<file path="config.mk">
export PLATFORM = sky130hd
export DESIGN_NAME = skinny_inv_sbox_ti_flat
export DESIGN_NICKNAME = d
export VERILOG_FILES = /design/src/rtl/skinny_ti_pkg.sv /design/src/rtl/skinny_inv_sbox_ti_if.sv /design/src/rtl/skinny_inv_ti_stage.sv /design/src/rtl/skinny_inv_sbox_ti.sv /design/src/flat_wrapper.sv
export SDC_FILE = /design/constraint.sdc
export NUM_CORES = 1
export LEC_CHECK = 0
export CAP_MARGIN = 15
export CELL_PAD_IN_SITES_DETAIL_PLACEMENT = 1
export CELL_PAD_IN_SITES_GLOBAL_PLACEMENT = 1
export CORE_AREA = 2 2 91 71
export DETAILED_ROUTE_END_ITERATION = 12
export DIE_AREA = 0 0 93 73
export PLACE_DENSITY = 0.81
export SYNTH_ARGS = -nofsm -noshare
export SYNTH_HDL_FRONTEND = slang
export SYNTH_HIERARCHICAL = 1
export SYNTH_SLANG_ARGS = --single-unit
</file>
<file path="constraint.sdc">
create_clock -name clk -period 3.4 [get_ports clk]
set_input_delay 0.68 -clock clk [delete_from_list [all_inputs] [get_ports clk]]
set_output_delay 0.68 -clock clk [all_outputs]
set_load 0.05 [all_outputs]
</file>
<file path="src/rtl/skinny_ti_pkg.sv">
// Shared types and constants for the 3-share inverse SKINNY-64 S-box.
package skinny_ti_pkg;

    localparam int SHARE_W = 4;
    localparam int SHARE_N = 3;

    typedef logic [SHARE_W-1:0] share_t;
    // Index 0 is share 1, index 2 is share 3.
    typedef share_t [SHARE_N-1:0] shares_t;

    // Unmasked inverse S-box, kept as a reference value only.
    localparam logic [3:0] SINV_TABLE [16] = '{
        4'h3, 4'h4, 4'h6, 4'h8, 4'hc, 4'ha, 4'h1, 4'he,
        4'h9, 4'h2, 4'h5, 4'h7, 4'h0, 4'hb, 4'hd, 4'hf
    };

    function automatic share_t rot_r(input share_t v);
        return {v[0], v[3:1]};
    endfunction

endpackage

</file>
<file path="src/rtl/skinny_inv_sbox_ti_if.sv">
// Valid/ready stream carrying three input shares in and three output shares out.
interface skinny_inv_sbox_ti_if;
    import skinny_ti_pkg::*;

    logic   in_valid;
    logic   in_ready;
    share_t x1;
    share_t x2;
    share_t x3;
    logic   out_valid;
    logic   out_ready;
    share_t y1;
    share_t y2;
    share_t y3;

    modport master (
        output in_valid, x1, x2, x3, out_ready,
        input  in_ready, out_valid, y1, y2, y3
    );

    modport slave (
        input  in_valid, x1, x2, x3, out_ready,
        output in_ready, out_valid, y1, y2, y3
    );

endinterface

</file>
<file path="src/rtl/skinny_inv_ti_stage.sv">
// One combinational TI layer: optional rotate-right on every share, then masked Q.
module skinny_inv_ti_stage
    import skinny_ti_pkg::*;
#(
    parameter bit FIRST = 1'b0
) (
    input  shares_t din,
    output shares_t dout
);

    shares_t r;
    logic    a1, a2, a3;
    logic    b1, b2, b3;
    logic    z1, z2, z3;

    always_comb begin
        r = din;
        if (!FIRST) begin
            for (int i = 0; i < SHARE_N; i++) begin
                r[i] = rot_r(din[i]);
            end
        end
    end

    // NOR(v3,v2) = (~v3)&(~v2); the complement sits on share 1 only.
    assign a1 = ~r[0][3];
    assign a2 =  r[1][3];
    assign a3 =  r[2][3];
    assign b1 = ~r[0][2];
    assign b2 =  r[1][2];
    assign b3 =  r[2][2];

    // Each z term omits one share index, so every new bit 0 sees only two shares.
    assign z1 = (a2 & b2) ^ (a2 & b3) ^ (a3 & b2);
    assign z2 = (a3 & b3) ^ (a1 & b3) ^ (a3 & b1);
    assign z3 = (a1 & b1) ^ (a1 & b2) ^ (a2 & b1);

    assign dout[0] = {r[0][3:1], r[1][0] ^ z1};
    assign dout[1] = {r[1][3:1], r[2][0] ^ z2};
    assign dout[2] = {r[2][3:1], r[0][0] ^ z3};

endmodule

</file>
<file path="src/rtl/skinny_inv_sbox_ti.sv">
// 4-stage registered threshold implementation of the inverse SKINNY-64 S-box
// with a valid/ready stream and full backpressure.
module skinny_inv_sbox_ti
    import skinny_ti_pkg::*;
#(
    parameter int STAGES = 4
) (
    input logic                 clk,
    input logic                 rst_n,
    skinny_inv_sbox_ti_if.slave bus
);

    generate
        if (STAGES != 4) begin : g_stages_check
            $error("skinny_inv_sbox_ti: STAGES must be 4");
        end
    endgenerate

    shares_t             stage_in  [STAGES];
    shares_t             stage_out [STAGES];
    shares_t             stage_q   [STAGES];
    logic [STAGES-1:0]   vld_q;
    logic [STAGES-1:0]   vld_in;
    logic                stall;

    genvar k;
    generate
        for (k = 0; k < STAGES; k++) begin : g_stage
            if (k == 0) begin : g_head
                assign stage_in[k] = {bus.x3, bus.x2, bus.x1};
            end else begin : g_tail
                assign stage_in[k] = stage_q[k-1];
            end

            skinny_inv_ti_stage #(
                .FIRST (k == 0)
            ) u_stage (
                .din  (stage_in[k]),
                .dout (stage_out[k])
            );
        end
    endgenerate

    assign stall        = vld_q[STAGES-1] & ~bus.out_ready;
    assign bus.in_ready = ~stall;
    assign vld_in       = {vld_q[STAGES-2:0], bus.in_valid};

    // Share registers load only with a valid evaluation so bubbles never
    // toggle the masked data path; all three shares always load together.
    always_ff @(posedge clk or negedge rst_n) begin
        if (!rst_n) begin
            vld_q <= '0;
            for (int i = 0; i < STAGES; i++) begin
                stage_q[i] <= '0;
            end
        end else if (!stall) begin
            vld_q <= vld_in;
            for (int i = 0; i < STAGES; i++) begin
                if (vld_in[i]) begin
                    stage_q[i] <= stage_out[i];
                end
            end
        end
    end

    assign bus.out_valid = vld_q[STAGES-1];
    assign bus.y1        = stage_q[STAGES-1][0];
    assign bus.y2        = stage_q[STAGES-1][1];
    assign bus.y3        = stage_q[STAGES-1][2];

endmodule
</file>
<file path="src/flat_wrapper.sv">
// flat-port wrapper written by rule: the top's interface ports become plain ports
module skinny_inv_sbox_ti_flat import skinny_ti_pkg::*;
#(
    parameter int STAGES = 4
)
  (clk, rst_n, bus_in_valid, bus_x1, bus_x2, bus_x3, bus_out_ready, bus_in_ready, bus_out_valid, bus_y1, bus_y2, bus_y3);
  skinny_inv_sbox_ti_if bus_i ();
  input logic clk;
  input logic rst_n;
  input wire logic [$bits(bus_i.in_valid)-1:0] bus_in_valid;
  input wire logic [$bits(bus_i.x1)-1:0] bus_x1;
  input wire logic [$bits(bus_i.x2)-1:0] bus_x2;
  input wire logic [$bits(bus_i.x3)-1:0] bus_x3;
  input wire logic [$bits(bus_i.out_ready)-1:0] bus_out_ready;
  output wire logic [$bits(bus_i.in_ready)-1:0] bus_in_ready;
  output wire logic [$bits(bus_i.out_valid)-1:0] bus_out_valid;
  output wire logic [$bits(bus_i.y1)-1:0] bus_y1;
  output wire logic [$bits(bus_i.y2)-1:0] bus_y2;
  output wire logic [$bits(bus_i.y3)-1:0] bus_y3;
  assign bus_i.in_valid = bus_in_valid;
  assign bus_i.x1 = bus_x1;
  assign bus_i.x2 = bus_x2;
  assign bus_i.x3 = bus_x3;
  assign bus_i.out_ready = bus_out_ready;
  assign bus_in_ready = bus_i.in_ready;
  assign bus_out_valid = bus_i.out_valid;
  assign bus_y1 = bus_i.y1;
  assign bus_y2 = bus_i.y2;
  assign bus_y3 = bus_i.y3;
  skinny_inv_sbox_ti #(.STAGES(STAGES)) u_core (.clk(clk), .rst_n(rst_n), .bus(bus_i));
endmodule
</file>
==> out/qor_table.md <==
| Parameter | Reported | Unit |
|:---|:---|:---|
| Total Die Area | 6789 | um2 |
| Mux contribution to synthesized area | 25.41 | % |
| Vias per std cell | 4.997 | - |
| CP top delay family | buffers and inverters | - |
| Wire length reported by the detailed router | 4.266 | mm |
| TritonCTS Buffers | 5 | - |
| Worst slew margin relative to its limit | 64.83 | % |
| Share of total power in combinational logic | 49.4 | % |
| Simple-gate share of the synthesized area | 6.450 | % |
| Switching Share | 38.50 | % |
| Number of core rows | 25 | - |
| Critical path, cell by cell | clkdlybuf4s50_1, nor2b_4, inv_8, clkdlybuf4s50_1 | - |
| Max-slew violation total from the final report | 0 | - |
| DP Wirelength | 3.084 | mm |
| Commonest non-fill, non-tap cell in the layout | dfrtp_1 | - |
| Nature of the critical path endpoint | primary output | - |
| Crit-path most repeated cell | clkdlybuf4s50_1 | - |
| Run status | complete, no violations | - |
| Cell Int Power | 1.899 | mW |
| Slowest stage cell, crit path | clkdlybuf4s50_1 | - |
| Ratio of cells with drive above 1 in the final layout | 31.63 | % |
| Area growth syn-to-layout | 5.046 | % |
| Area fraction in compound gates after synthesis | 6.143 | % |
| Quantity of gates resized following cts | 0 | - |
| Post-route standard cell area excluding fillers | 2995 | um2 |
| Worst skew pair latency | 300 | ps |
| Synthesized instance count | 217 | - |
| Via count of the first global-routing pass | 1558 | - |
| Required time reported for the critical path endpoint | 2720 | ps |
| Clock sink count | 52 | - |
| Number of DRC markers in iteration 0 | 36 | - |
| Max frequency | 352.3 | MHz |
| Tot GR Track Use | 14.13 | % |
| Most frequent cells in the layout | dfrtp_1 (52), mux2_4 (37), clkdlybuf4s50_1 (28) | - |
| Dominant combinational cell family by area after synthesis | multiplexers | - |
| Non-Filler Instances | 296 | - |
| Root buffer cell | clkbuf_8 | - |
| Number of max-capacitance violations reported | 0 | - |
| Data arrival time at the worst-slack endpoint | 2160 | ps |
| RePlAce Congestion | 0.7354 | - |
| I/O pin cnt | 30 | - |
| Proportion of power drawn by the clock network | 11.2 | % |
| Syn nets | 233 | - |
| Leak Pwr | 1.338 | nW |
| Final Skew | 7.993 | ps |
| Yosys synthesis warning count | 6 | - |
| Buffer levels on the longest clock path | 2 | - |
| Synthesized-area fraction occupied by xor and xnor cells | 3.686 | % |
| Congestion Overflow GR | 0 | - |
| Crit path buf inv count | 3 | - |
| Post-synthesis adder-cell area fraction | 0 | % |
| Multi-input logic area | 1189 | um2 |
| DRC violation count after routing | 0 | - |
| Fillers | 618 | - |
| Die outline height | 73 | um |
| Cell area after synthesis | 2851 | um2 |
| Width of the die | 93 | um |
| Final Cycle Share | 83.48 | % |
| Mapped Avg Cell Area | 13.14 | um2 |
| Type of origin of the critical path | input port | - |
| Type of the setup path with the least slack | input port to primary output | - |
| Number of register bits inferred by synthesis | 52 | - |
| Placed cell count | 287 | - |
| Quantity of hold-fixing buffers added after cts | 0 | - |
| Fin crit period | 2838 | ps |
| Initial core utilization | 47.48 | % |
| Unrepaired setup endpoints after global routing | false | - |
| Largest incremental delay on the critical path | 800 | ps |
| Floorplan core area | 6006 | um2 |
| Wire length of the first global-routing pass | 7.500 | mm |
| Peak fanout along the critical path | 6 | - |
| Layout net count | 230 | - |
| # diodes | 0 | - |
| Clock input transition at the sequential cells of the worst setup and hold paths | 90 | ps |
| Remaining number of nets flagged by the antenna check after routing | 0 | - |
| Part of the Yosys area used for sequential elements | 45.63 | % |
| Switching Power | 1.189 | mW |
| Buffer count from post-CTS setup fixing | 0 | - |
| Number of antenna violations at the first check in global routing | 0 | - |
| Mean routed wirelength per cell | 14.41 | um |
| Peak VDD IR | 0.2470 | mV |
| Total number of vias | 1479 | - |
| Setup Total Neg Slack | 0 | ps |
| Largest net degree at the start of global routing | 53 | - |
| Share of power burned in registers | 39.4 | % |
| Slew at the pin closest to its max-slew limit | 527.5 | ps |
| FF+latch area | 1301 | um2 |
| Post-Place Cell Area | 2888 | um2 |
| TritonCTS clock tree | done | - |
| Number of detailed-route iterations in the first pass | 4 | - |
| Distinct cell type count after synthesis | 21 | - |
| Path category of the worst min-delay check | input port to asynchronous set/reset pin | - |
| Total of endpoints with negative setup slack in the final report | 0 | - |
| Port-buffer cells | 29 | - |
| Pwr dens | 1031 | nW/um2 |
| Final count of hold timing violations | 0 | - |
| CTS HTree Levels | 2 | - |
synthesized netlist by cell type, drive strengths merged:
library cell | n | share of area (%)
o211ai | 4 | 1.1
a21oi | 8 | 1.4
mux2 | 52 | 25
nor2b | 1 | 0.48
nor2 | 4 | 0.53
buf | 40 | 12
or2b | 1 | 0.26
a22oi | 4 | 1.1
nand2b | 4 | 0.88
nand2 | 14 | 2.9
inv | 1 | 0.39
nor3 | 4 | 0.70
dfrtp | 52 | 46
a32oi | 4 | 1.2
o21ai | 8 | 1.4
xor2 | 4 | 1.2
nand3 | 4 | 0.70
xnor2 | 8 | 2.5
stage by stage:
stage               utilization [%]  total power, mW  hold WS [ps]  setup slack, ps
detailed placement            48.08            2.786         494.5            553.6
finish                        49.88            3.088         338.5            561.7
global placement              48.08            2.718         488.8            569.9
CTS                           49.54            3.137         520.6            548.3
global route                  49.88            3.307         366.0            523.0
floorplan                         -            2.650         384.4             1696
power by group through the flow:
stage / registers [mW] / logic [mW] / clock network (mW)
after floorplan: 1.43 / 1.22 / 0
after global placement: 1.22 / 1.50 / 0
after detailed placement: 1.24 / 1.55 / 0
after CTS: 1.22 / 1.55 / 0.363
after global routing: 1.28 / 1.63 / 0.391
final: 1.22 / 1.53 / 0.345
sequential cells by signal (all words and copies together) (netlist names):
| name | cells |
|---|---|
| u_core/bus.y3 | 4 |
| u_core/vld_q | 4 |
| u_core/stage_in | 36 |
| u_core/bus.y2 | 4 |
| u_core/bus.y1 | 4 |
worst paths after layout:
| kind | from | to | slack [ps] | depth (start not counted) |
|---|---|---|---|---|
| worst min register to register | u_core/bus.y3[3]$_DFFE_PN0P_ | u_core/bus.y3[3]$_DFFE_PN0P_ | 510 | 1 |
| worst max-delay path | bus_out_ready | bus_in_ready | 560 | 4 |
| worst min-delay path | rst_n | u_core/bus.y1[2]$_DFFE_PN0P_ | 340 | 1 |
| min in group clk | u_core/bus.y3[3]$_DFFE_PN0P_ | u_core/bus.y3[3]$_DFFE_PN0P_ | 510 | 1 |
| max in group asynchronous | rst_n | u_core/stage_in[23]$_DFFE_PN0P_ | 2520 | 2 |
| worst max register to register | u_core/stage_in[8]$_DFFE_PN0P_ | u_core/bus.y1[0]$_DFFE_PN0P_ | 1900 | 5 |
logic make-up (layout without fill, tap and decap cells):
| group | Yosys count | count (layout) |
|---|---|---|
| mux | 52 | 52 |
| simple gates | 32 | 32 |
| flops | 52 | 52 |
| compound gates | 28 | 28 |
| buf+inv | 41 | 39 |
| xor+xnor | 12 | 12 |
layout make-up:
type / count / share of cell area (%)
Multi-Input combinational cell: 124 / 39.68
Timing Repair Buffer: 30 / 10.19
Sequential cell: 52 / 43.44
Clock inverter: 3 / 0.6266
Clock buffer: 5 / 2.297
Tap cell: 81 / 3.383
Inverter: 1 / 0.3759
per-layer routing:
metal / share of wire, % / vias to the layer above / global-route usage [%]
met5: 0 / - / 0
met4: 0 / 0 / 2.941
met3: 4.6 / 0 / 4.442
met2: 46 / 32 / 23.11
met1: 50 / 726 / 18.70
li1: - / 721 / -
No activity file was read; power rests on OpenSTA's default activity.
